## config.mk

```make
export PLATFORM = sky130hd
export DESIGN_NAME = osnt_sume_nic_opl_multi
export DESIGN_NICKNAME = d
export VERILOG_FILES = /design/src/rtl/osnt_sume_nic_opl_multi.sv
export SDC_FILE = /design/constraint.sdc
export NUM_CORES = 1
export LEC_CHECK = 0
export CORE_AREA = 5 5 329 331
export CTS_BUF_LIST = sky130_fd_sc_hd__clkbuf_2 sky130_fd_sc_hd__clkbuf_4 sky130_fd_sc_hd__clkbuf_8
export CTS_CLUSTER_SIZE = 12
export DETAILED_ROUTE_END_ITERATION = 12
export DIE_AREA = 0 0 334 336
export GPL_ROUTABILITY_DRIVEN = 1
export HOLD_SLACK_MARGIN = 0.12
export PLACE_DENSITY = 0.83
export SYNTH_ARGS = -nofsm -noshare
export SYNTH_HDL_FRONTEND = slang
export SYNTH_SLANG_ARGS = --single-unit
```

## constraint.sdc

```tcl
create_clock -name axis_aclk -period 25.3 [get_ports axis_aclk]
set_input_delay 7.59 -clock axis_aclk [delete_from_list [all_inputs] [get_ports axis_aclk]]
set_output_delay 7.59 -clock axis_aclk [all_outputs]
set_load 0.02 [all_outputs]
```

## src/rtl/osnt_sume_nic_opl_multi.sv

```systemverilog
// ---------------------------------------------------------------------------
// osnt_sume_nic_opl_multi
//
// Output-port lookup for a multi-port NIC. Each incoming packet is staged in
// a small fall-through FIFO. The packet's source-port field (one-hot, 8 bits,
// MAC i = bit 2i, CPU i = bit 2i+1) selects a destination that is written into
// the destination-port field of tuser on every beat. Packets with an invalid
// source field, or any packet seen while in drop-all mode, are discarded.
//
// Ports
//   axis_aclk, axis_aresetn  : clock, synchronous active-low reset
//   s_axis_*                 : AXI4-Stream slave (packet input)
//   m_axis_*                 : AXI4-Stream master (packet output)
//   mode                     : 0 NIC, 1 loopback, 2 drop-all, 3 same as NIC
//   dbg_state                : current FSM state (0 HEADER, 1 IN_PACKET, 2 DROP)
//   pkt_fwd_cnt/pkt_drop_cnt : packet counters, present only when the macro
//                              OSNT_NIC_OPL_STATS_EN is defined
//
// Handshake: a beat transfers on a rising edge where valid and ready are both
// high; valid never depends combinationally on ready of the same interface,
// and the slave side has no combinational path to the master side.
// ---------------------------------------------------------------------------
module osnt_sume_nic_opl_multi #(
  parameter int          C_M_AXIS_DATA_WIDTH  = 256,
  parameter int          C_S_AXIS_DATA_WIDTH  = 256,
  parameter int          C_M_AXIS_TUSER_WIDTH = 128,
  parameter int          C_S_AXIS_TUSER_WIDTH = 128,
  parameter int          SRC_PORT_POS         = 16,
  parameter int          DST_PORT_POS         = 24,
  parameter int          NUM_MAC_PORTS        = 4,
  parameter int          FIFO_DEPTH_BITS      = 2,
  parameter logic [7:0]  DEFAULT_DST          = 8'h01
) (
  input  logic                                axis_aclk,
  input  logic                                axis_aresetn,
  input  logic [C_S_AXIS_DATA_WIDTH-1:0]      s_axis_tdata,
  input  logic [C_S_AXIS_DATA_WIDTH/8-1:0]    s_axis_tkeep,
  input  logic [C_S_AXIS_TUSER_WIDTH-1:0]     s_axis_tuser,
  input  logic                                s_axis_tvalid,
  input  logic                                s_axis_tlast,
  output logic                                s_axis_tready,
  output logic [C_M_AXIS_DATA_WIDTH-1:0]      m_axis_tdata,
  output logic [C_M_AXIS_DATA_WIDTH/8-1:0]    m_axis_tkeep,
  output logic [C_M_AXIS_TUSER_WIDTH-1:0]     m_axis_tuser,
  output logic                                m_axis_tvalid,
  output logic                                m_axis_tlast,
  input  logic                                m_axis_tready,
  input  logic [1:0]                          mode,
  output logic [1:0]                          dbg_state
`ifdef OSNT_NIC_OPL_STATS_EN
  ,
  output logic [31:0]                         pkt_fwd_cnt,
  output logic [31:0]                         pkt_drop_cnt
`endif
);

  localparam int DW    = C_S_AXIS_DATA_WIDTH;
  localparam int KW    = C_S_AXIS_DATA_WIDTH / 8;
  localparam int UW    = C_S_AXIS_TUSER_WIDTH;
  localparam int FW    = DW + KW + UW + 1;
  localparam int DEPTH = 1 << FIFO_DEPTH_BITS;

  // Ready drops when only one free slot remains, so ready can come straight
  // from a register without risking overflow.
  localparam logic [FIFO_DEPTH_BITS:0] NF_LEVEL = (FIFO_DEPTH_BITS+1)'(DEPTH - 1);

  // Source bits at or above 2*NUM_MAC_PORTS name ports that do not exist.
  localparam logic [8:0] MASK9     = 9'((1 << (2 * NUM_MAC_PORTS)) - 1);
  localparam logic [7:0] PORT_MASK = MASK9[7:0];

  typedef enum logic [1:0] {
    ST_HEADER    = 2'd0,
    ST_IN_PACKET = 2'd1,
    ST_DROP      = 2'd2
  } state_t;

  // ---------------- input FIFO ----------------
  logic [FW-1:0]              mem_q [DEPTH];
  logic [FIFO_DEPTH_BITS-1:0] wr_ptr_q, rd_ptr_q;
  logic [FIFO_DEPTH_BITS:0]   count_q;
  logic                       empty, wr_en, rd_en;

  logic [DW-1:0] head_data;
  logic [KW-1:0] head_keep;
  logic [UW-1:0] head_user;
  logic          head_last;

  assign empty         = (count_q == '0);
  assign s_axis_tready = (count_q < NF_LEVEL);
  assign wr_en         = s_axis_tvalid & s_axis_tready;
  assign {head_data, head_keep, head_user, head_last} = mem_q[rd_ptr_q];

  always_ff @(posedge axis_aclk) begin
    if (wr_en) mem_q[wr_ptr_q] <= {s_axis_tdata, s_axis_tkeep, s_axis_tuser, s_axis_tlast};
  end

  always_ff @(posedge axis_aclk) begin
    if (!axis_aresetn) begin
      wr_ptr_q <= '0;
      rd_ptr_q <= '0;
      count_q  <= '0;
    end else begin
      if (wr_en) wr_ptr_q <= wr_ptr_q + 1'b1;
      if (rd_en) rd_ptr_q <= rd_ptr_q + 1'b1;
      case ({wr_en, rd_en})
        2'b10:   count_q <= count_q + 1'b1;
        2'b01:   count_q <= count_q - 1'b1;
        default: count_q <= count_q;
      endcase
    end
  end

  // ---------------- header decode ----------------
  logic [7:0] src;
  logic [7:0] dec_dst;
  logic       dec_drop;

  assign src = head_user[SRC_PORT_POS +: 8];

  always_comb begin
    dec_dst  = '0;
    dec_drop = (|(src & (src - 8'd1))) | (|(src & ~PORT_MASK)) | (mode == 2'd2);
    if (src == 8'd0) begin
      dec_dst = DEFAULT_DST;
    end else begin
      for (int i = 0; i < 4; i++) begin
        if (src[2*i]) begin
          if (mode == 2'd1) dec_dst[2*i]   = 1'b1;
          else              dec_dst[2*i+1] = 1'b1;
        end
        if (src[2*i+1]) dec_dst[2*i] = 1'b1;
      end
    end
  end

  // ---------------- packet FSM ----------------
  state_t     state_q;
  logic [7:0] dst_q;
  logic       drop_q;
  logic [7:0] cur_dst;
  logic       cur_drop;

  // The first beat is steered by the live decode; later beats use the
  // values latched at the header, so mode changes mid-packet have no effect.
  assign cur_dst  = (state_q == ST_HEADER) ? dec_dst  : dst_q;
  assign cur_drop = (state_q == ST_HEADER) ? dec_drop : drop_q;

  // Dropped packets drain regardless of downstream ready.
  assign rd_en = !empty && (cur_drop || m_axis_tready);

  always_ff @(posedge axis_aclk) begin
    if (!axis_aresetn) begin
      state_q <= ST_HEADER;
      dst_q   <= '0;
      drop_q  <= 1'b0;
    end else begin
      case (state_q)
        ST_HEADER: begin
          if (!empty) begin
            dst_q  <= dec_dst;
            drop_q <= dec_drop;
            if (rd_en && !head_last) state_q <= dec_drop ? ST_DROP : ST_IN_PACKET;
          end
        end
        ST_IN_PACKET, ST_DROP: begin
          if (rd_en && head_last) state_q <= ST_HEADER;
        end
        default: state_q <= ST_HEADER;
      endcase
    end
  end

  assign dbg_state = state_q;

  // ---------------- output ----------------
  assign m_axis_tdata  = head_data;
  assign m_axis_tkeep  = head_keep;
  assign m_axis_tlast  = head_last;
  assign m_axis_tvalid = !empty && !cur_drop;

  always_comb begin
    m_axis_tuser = head_user;
    m_axis_tuser[DST_PORT_POS +: 8] = cur_dst;
  end

`ifdef OSNT_NIC_OPL_STATS_EN
  logic [31:0] fwd_cnt_q, drop_cnt_q;

  always_ff @(posedge axis_aclk) begin
    if (!axis_aresetn) begin
      fwd_cnt_q  <= '0;
      drop_cnt_q <= '0;
    end else if (rd_en && head_last) begin
      if (cur_drop) drop_cnt_q <= drop_cnt_q + 32'd1;
      else          fwd_cnt_q  <= fwd_cnt_q + 32'd1;
    end
  end

  assign pkt_fwd_cnt  = fwd_cnt_q;
  assign pkt_drop_cnt = drop_cnt_q;
`endif

endmodule

```

==> results of run 1 <==
## per-layer routing
metal / routed length, um / vias up / global-route usage / part of all wire
met1: 45100 / 14893 / 0.280 / 0.33
met2: 71600 / 1450 / 0.411 / 0.52
met4: 5890 / 20 / 0.104 / 0.043
met5: 144 / - / 0 / 0.0011
li1: - / 12062 / - / -
met3: 14200 / 330 / 0.0874 / 0.10
## cell usage in the layout, fill, tap and decap left out, drive strengths merged, types with 2 or more instances in the layout
cell type and n:
mux2 2, nor2 22, dfxtp 20, inv 21
buf 29, edfxtp 1636, mux4 409, nand2 11
a211oi 5, clkdlybuf4s50 835, diode 34, xor2 2
and3 6, clkinv 105, a22o 2, a21oi 15
nand3 6, ha 6, nand2b 4, clkbuf 312
mux2i 3, and2 3, or3 5, bufinv 2
o21ai 8, a221oi 2, clkinvlp 3
## logic make-up after synthesis
group,count (synthesis),synth area share
DFF,1656,0.827
and+or+nand+nor,60,0.00482
adders and majority gates,8,0.00175
buffers and inverters,109,0.00708
xor gates and xnor gates,3,0.000439
muxes,414,0.155
AOI/OAI and AO/OA,41,0.00476
## worst max-delay path by stage
stage	to	slack, ps	cells past startpoint
after global placement	m_axis_tvalid	8060	7
after floorplan	mem_q[0][0]	7550	1
final	m_axis_tvalid	7840	7
after CTS	m_axis_tvalid	7930	7
after global routing	m_axis_tvalid	7790	7
after detailed placement	m_axis_tvalid	7960	7
## state kept, by name, summed over array words and instances, names as in the netlist, named ones only
signal	cells
count_q	3
dbg_state	2
drop_q	1
dst_q	8
mem_q	1636
rd_ptr_q	2
wr_ptr_q	2
## power by group through the flow
| stage | logic, mW | registers (mW) | clock network (mW) |
|---|---|---|---|
| after detailed placement | 2.33 | 3.48 | 0 |
| after global placement | 2.29 | 3.44 | 0 |
| after CTS | 2.35 | 3.42 | 2.02 |
| after floorplan | 1.32 | 3.54 | 0 |
| final | 2.32 | 3.42 | 1.97 |
| after global routing | 2.43 | 3.44 | 2.15 |
## cell usage after synthesis, types with 2 or more instances
master / instances
a221oi_1: 2
nand3_1: 6
nand2b_1: 4
o21ai_0: 5
mux4_2: 409
nor2_1: 22
and3_1: 6
mux2_2: 2
ha_1: 6
a22o_1: 2
buf_1: 75
o21ai_1: 2
and2_1: 3
buf_6: 2
clkbuf_1: 19
a21oi_1: 15
dfxtp_1: 20
edfxtp_1: 1636
xor2_1: 2
mux2i_1: 3
or3_1: 5
nand2_1: 11
a211oi_1: 5
inv_1: 13
## area by class of cell
cell class	instances	area share
Multi-Input combinational cell	526	0.134
Antenna cell	34	0.00114
Inverter	13	0.000655
Sequential cell	1656	0.665
Clock inverter	118	0.00836
Clock buffer	312	0.0518
Timing Repair Buffer	864	0.116
Tap cell	1391	0.0234
## per-stage QoR
stage          setup slack [ps]  std cells
4_1_cts                    7930       4880
2_1_floorplan              7550       2291
3_3_place_gp               8060       4450
5_1_grt                    7790       4899
6_report                   7840       4914
3_5_place_dp               7960       4450
## critical path: stages
cell	delay, ps
clkdlybuf4s50_1	490
inv_1	80
a22o_1	300
nor2_1	230
a41oi_1	200
nor2_1	310
clkdlybuf4s50_1	670
==> reports/metrics.cfg, run 1 <==
[sta]
finalSetupTns_ps=0
slew_headroom=0.0829
fin_crit_ps=17460
finalHoldViolCount=0
finClkSkew_ps=57.5
worst_pin_slew_ps=1380
rsz0062_at_grt=false
post-route-period-util=0.690
fmax_ghz=0.0573
final_max_slew_viol_count=0
worst_hold_slack_ps=469
finalSetupViolCount=0

[detailed_routing]
wire_per_inst_um=27.9
drt_iter0_markers=2479
wirelength_um=137000
antenna_left=0
vias=28755
drt_pass1_iterations=7
viasPerCell=5.85
drc=0

[logic_synthesis]
async_reset_ff_frac=0
synth-main-ff-cell=edfxtp_1
ys_types=40
synth_area_um2=59900
netlist_instances=2291
netlist.area_leader.share=0.820
synth_largest_area_cell=edfxtp_1
avgSynthCellArea_um2=26.2
yosys-top-cells-area=edfxtp_1 82%, mux4_2 15%, dfxtp_1 0.67%
ys_warn_count=0
seq_area_frac_synth=0.827
synth-edff-count=1636
syn_nets=2721
synth_seq_cells=1656

[layout]
final_cell_area_um2=74500
fin_nets=3726
fill_cells=5666
drive_gt1_frac=0.230
synthToLayoutAreaGrowth_pct=24.4
multiInputGateArea_um2=9990
final_util=0.711
ff_latch_area_um2=49500

[floorplanning]
core_area_um2=105000
floorplan.die_area_um2=112000
row_count=119
fp.dieW_um=334
start_util=0.572
die_y_um=336
pin_count=844

[run_status]
status=complete, no violations

[critical_path]
required_ps=17710
crit_arrival_ps=9870
reg2reg_depth=5
r2r_slack_ps=20320
regToRegEndpoint=mem_q[0][262]
worstSetupPathType=input pin to output pin
worst-path-max-fanout=4
startpoint=mode[0]
endpoint_kind=output pin
cp-start-kind=input pin
reg2reg_from=count_q[0]

[power_and_ir_drop]
power.density_nw_per_um2=104
power_frac_seq=0.443
pwr-share-clk=0.256
leakage_nw=23.6
comb_power_share=0.301
swShare=0.297
intPower_mw=5.43
switching_power_mw=2.29
finalPower_mw=7.72
ir_worst_vdd_mv=0.0823

[placed_design]
portBuffers=835
place_area_um2=70000
dp_hpwl_um=85600
gp_congestion=0.828

[global_route]
grt_start_max_net_pins=166
grt_use_total=0.241
gr-total-overflow=0
grt_pass1_wl_um=199000
first_global_vias=30516
antenna_found_initial=37

[worst_hold_path]
hp-class=register to register
min_path_cells=2
min_to=dst_q[7]
hp-start=dst_q[7]

[clocking]
root_buffer=clkbuf_8
clk_latency_ps=870
cts_tree=built
cts_buffers=235
cts.reportedPaths.clkPinSlew_ps=60
cts-hold-fix-buffers=0
htree_num_levels=4
post-cts-setup-buffers=0
numClockSinks=1656
cts_buffer_depth=3
cts_resized=0

[run]
drv_cap=0

Power figures use the tool's default switching activity.
==> run 2, diff against run 1 <==
--- a/config.mk
+++ b/config.mk
@@ -5,14 +5,14 @@
 export SDC_FILE = /design/constraint.sdc
 export NUM_CORES = 1
 export LEC_CHECK = 0
-export CORE_AREA = 5 5 329 331
+export CORE_MARGIN = 5
+export CORE_UTILIZATION = 56
 export CTS_BUF_LIST = sky130_fd_sc_hd__clkbuf_2 sky130_fd_sc_hd__clkbuf_4 sky130_fd_sc_hd__clkbuf_8
 export CTS_CLUSTER_SIZE = 12
 export DETAILED_ROUTE_END_ITERATION = 12
-export DIE_AREA = 0 0 334 336
 export GPL_ROUTABILITY_DRIVEN = 1
 export HOLD_SLACK_MARGIN = 0.12
-export PLACE_DENSITY = 0.83
+export PLACE_DENSITY = 0.82
 export SYNTH_ARGS = -nofsm -noshare
 export SYNTH_HDL_FRONTEND = slang
 export SYNTH_SLANG_ARGS = --single-unit
==> constraint.sdc (replaced) <==
create_clock -name axis_aclk -period 16.7 [get_ports axis_aclk]
set_input_delay 5.01 -clock axis_aclk [delete_from_list [all_inputs] [get_ports axis_aclk]]
set_output_delay 5.01 -clock axis_aclk [all_outputs]
set_load 0.02 [all_outputs]
==> run 2 against run 1 <==
Non-clock buffer count decreased by 9. Via count decreased by 1.5%. First-iteration DRC count fell by 12%. Global-route usage fell by 0.26 points. Largest cell class unchanged. Clock power grew 56%. Die area is 1.3% higher. Sequential cell count did not move. Critical path type unchanged.
==> reports/metrics.cfg, run 2 (synthesized netlist as in run 1, its figures left out) <==
[run_status]
status=complete, no violations

[worst_hold_path]
min_path_cells=2  ; unchanged
hp-class=register to register

[detailed_routing]
drt_iter0_markers=2184  ; -12%
wirelength_um=137000  ; +0.15%
wire_per_inst_um=27.9  ; +0.28%
drc=0  ; unchanged
viasPerCell=5.77  ; -1.4%
drt_pass1_iterations=5  ; -2
antenna_left=0  ; unchanged
vias=28319  ; -1.5%

[layout]
synthToLayoutAreaGrowth_pct=24.6
regMostFlops=mem_q
drive_gt1_frac=0.232  ; +0.00226
largest_register_ffs=1636  ; unchanged
final_util=0.700  ; -0.0106
top_regs=mem_q (1636), dst_q (8), count_q (3)
final_common_cell=edfxtp_1
fill_cells=5880  ; +3.8%
mostFrequentLayoutCells=1636 x edfxtp_1, 835 x clkdlybuf4s50_1, 409 x mux4_2, 245 x clkbuf_8, 78 x clkbuf_4
fin_cells=4908  ; -0.12%
fin_nets=3723  ; -0.081%

[sta]
setup_ws_ps=4410  ; -3430 ps
finalHoldViolCount=0  ; unchanged
finalSetupTns_ps=0  ; unchanged
post-route-period-util=0.736
rsz0062_at_grt=false
finClkSkew_ps=47.0  ; -10.4 ps
fin_crit_ps=12290
final_max_slew_viol_count=0  ; unchanged
fmax_ghz=0.0814
worst_pin_slew_ps=1320  ; -58.5 ps
finalSetupViolCount=0  ; unchanged
slew_headroom=0.122  ; +0.0390

[floorplanning]
row_count=120  ; +0.84%
core_area_um2=107000  ; +1.7%
die_y_um=337  ; +0.33%
start_util=0.562  ; -0.00955
fp.dieW_um=337  ; +0.93%
floorplan.die_area_um2=114000  ; +1.3%
pin_count=844  ; unchanged

[placed_design]
gp_congestion=0.798  ; -3.6%
portBuffers=835  ; unchanged
placedCellCount=4453  ; +0.067%
place_ws_ps=4420  ; -3540 ps
dp_hpwl_um=85600  ; about the same

[power_and_ir_drop]
ir_worst_vdd_mv=0.146  ; +78%
leakage_nw=23.6  ; +0.12%
power.density_nw_per_um2=158  ; +52%
finalPower_mw=11.8  ; +53%

[critical_path]
cp-start-kind=input pin
endpoint_kind=output pin
required_ps=11690  ; -6020 ps
r2r_slack_ps=11420  ; -8900 ps
crit_arrival_ps=7280  ; -2590 ps
cpPeakStageDelay_ps=780  ; +110 ps
reg2reg_depth=8  ; +3
crit_slowest_cell=clkdlybuf4s50_1
worstSetupPathType=input pin to output pin
path_cells=clkdlybuf4s50_1, inv_1, a22o_1, nor2_1, a41oi_1, nor2_1, clkdlybuf4s50_1
worst-path-max-fanout=4  ; unchanged

[clocking]
cts_buffer_depth=3  ; unchanged
root_buffer=clkbuf_8
post-cts-setup-buffers=0  ; unchanged
htree_num_levels=4  ; unchanged
numClockSinks=1656  ; unchanged
cts_resized=0  ; unchanged
cts.reportedPaths.clkPinSlew_ps=60  ; about the same
cts_buffers=241  ; +2.6%
clk_latency_ps=890  ; +20 ps
cts-hold-fix-buffers=0  ; unchanged
cts_tree=built

[global_route]
grt_pass1_wl_um=198000  ; -0.56%
antenna_found_initial=52  ; +41%
gr-total-overflow=0  ; unchanged
first_global_vias=30738  ; +0.73%
grt_start_max_net_pins=163  ; -1.8%
grt_use_total=0.239  ; -0.00258

[run]
drv_cap=0  ; unchanged

-- run 2: cell types whose count changed in the layout (fill, tap and decap cells not counted), moves of 3 or more --
| cell | before | now |
|---|---|---|
| clkinv_1 | 79 | 55 |
| diode_2 | 34 | 37 |
| inv_8 | 4 | 1 |
| bufinv_16 | 2 | 6 |
| clkbuf_4 | 69 | 78 |
| clkinv_2 | 26 | 23 |
| buf_12 | 5 | 12 |
| buf_4 | 24 | 8 |
-- run 2: area by class of cell --
cell class              count  area, um2  area share
clock buffers             323       3960      0.0530
flip-flops and latches   1656      49500       0.663
multi-input cells         526       9990       0.134
well taps                1403       1760      0.0235
clock inverters            95        626     0.00838
inverters                  13       48.8    0.000654
diodes                     37       92.6     0.00124
repair buffers            855       8660       0.116
-- run 2: path summary, 6_finish.rpt --
path                   endpoint  startpoint
setup / recovery  m_axis_tvalid     mode[0]
hold / removal         dst_q[5]    dst_q[5]
setup reg to reg   dbg_state[0]    register
hold reg to reg        dst_q[5]    dst_q[5]
-- run 2: per-layer routing --
metal,GRT usage,vias up,share of wire,wire [um]
met5,0,-,0.0021,284
met4,0.112,42,0.043,5860
met3,0.0967,317,0.10,13900
met2,0.405,1220,0.52,71800
met1,0.266,14716,0.33,45300
li1,-,12024,-,-
-- run 2: where the power goes --
part / internal (mW) / switching (mW) / total, mW
combinational: 1.65 / 1.88 / 3.53
sequential: 5.04 / 0.138 / 5.18
clock: 1.62 / 1.45 / 3.08
total: 8.31 / 3.47 / 11.8
-- run 2: through the flow --
stage | hold slack, ps | instance area [um2]
final | 455 | 74700
after global routing | 488 | 74600
after CTS | 457 | 74600
after detailed placement | 447 | 70000
after global placement | 448 | 70000
after floorplan | 434 | 59900
-- run 2: critical path, delay by kind of cell --
family,cells,cell delay (ps)
buffers and inverters,3,1330
and+or+nand+nor,2,500
AOI/OAI and AO/OA,2,440
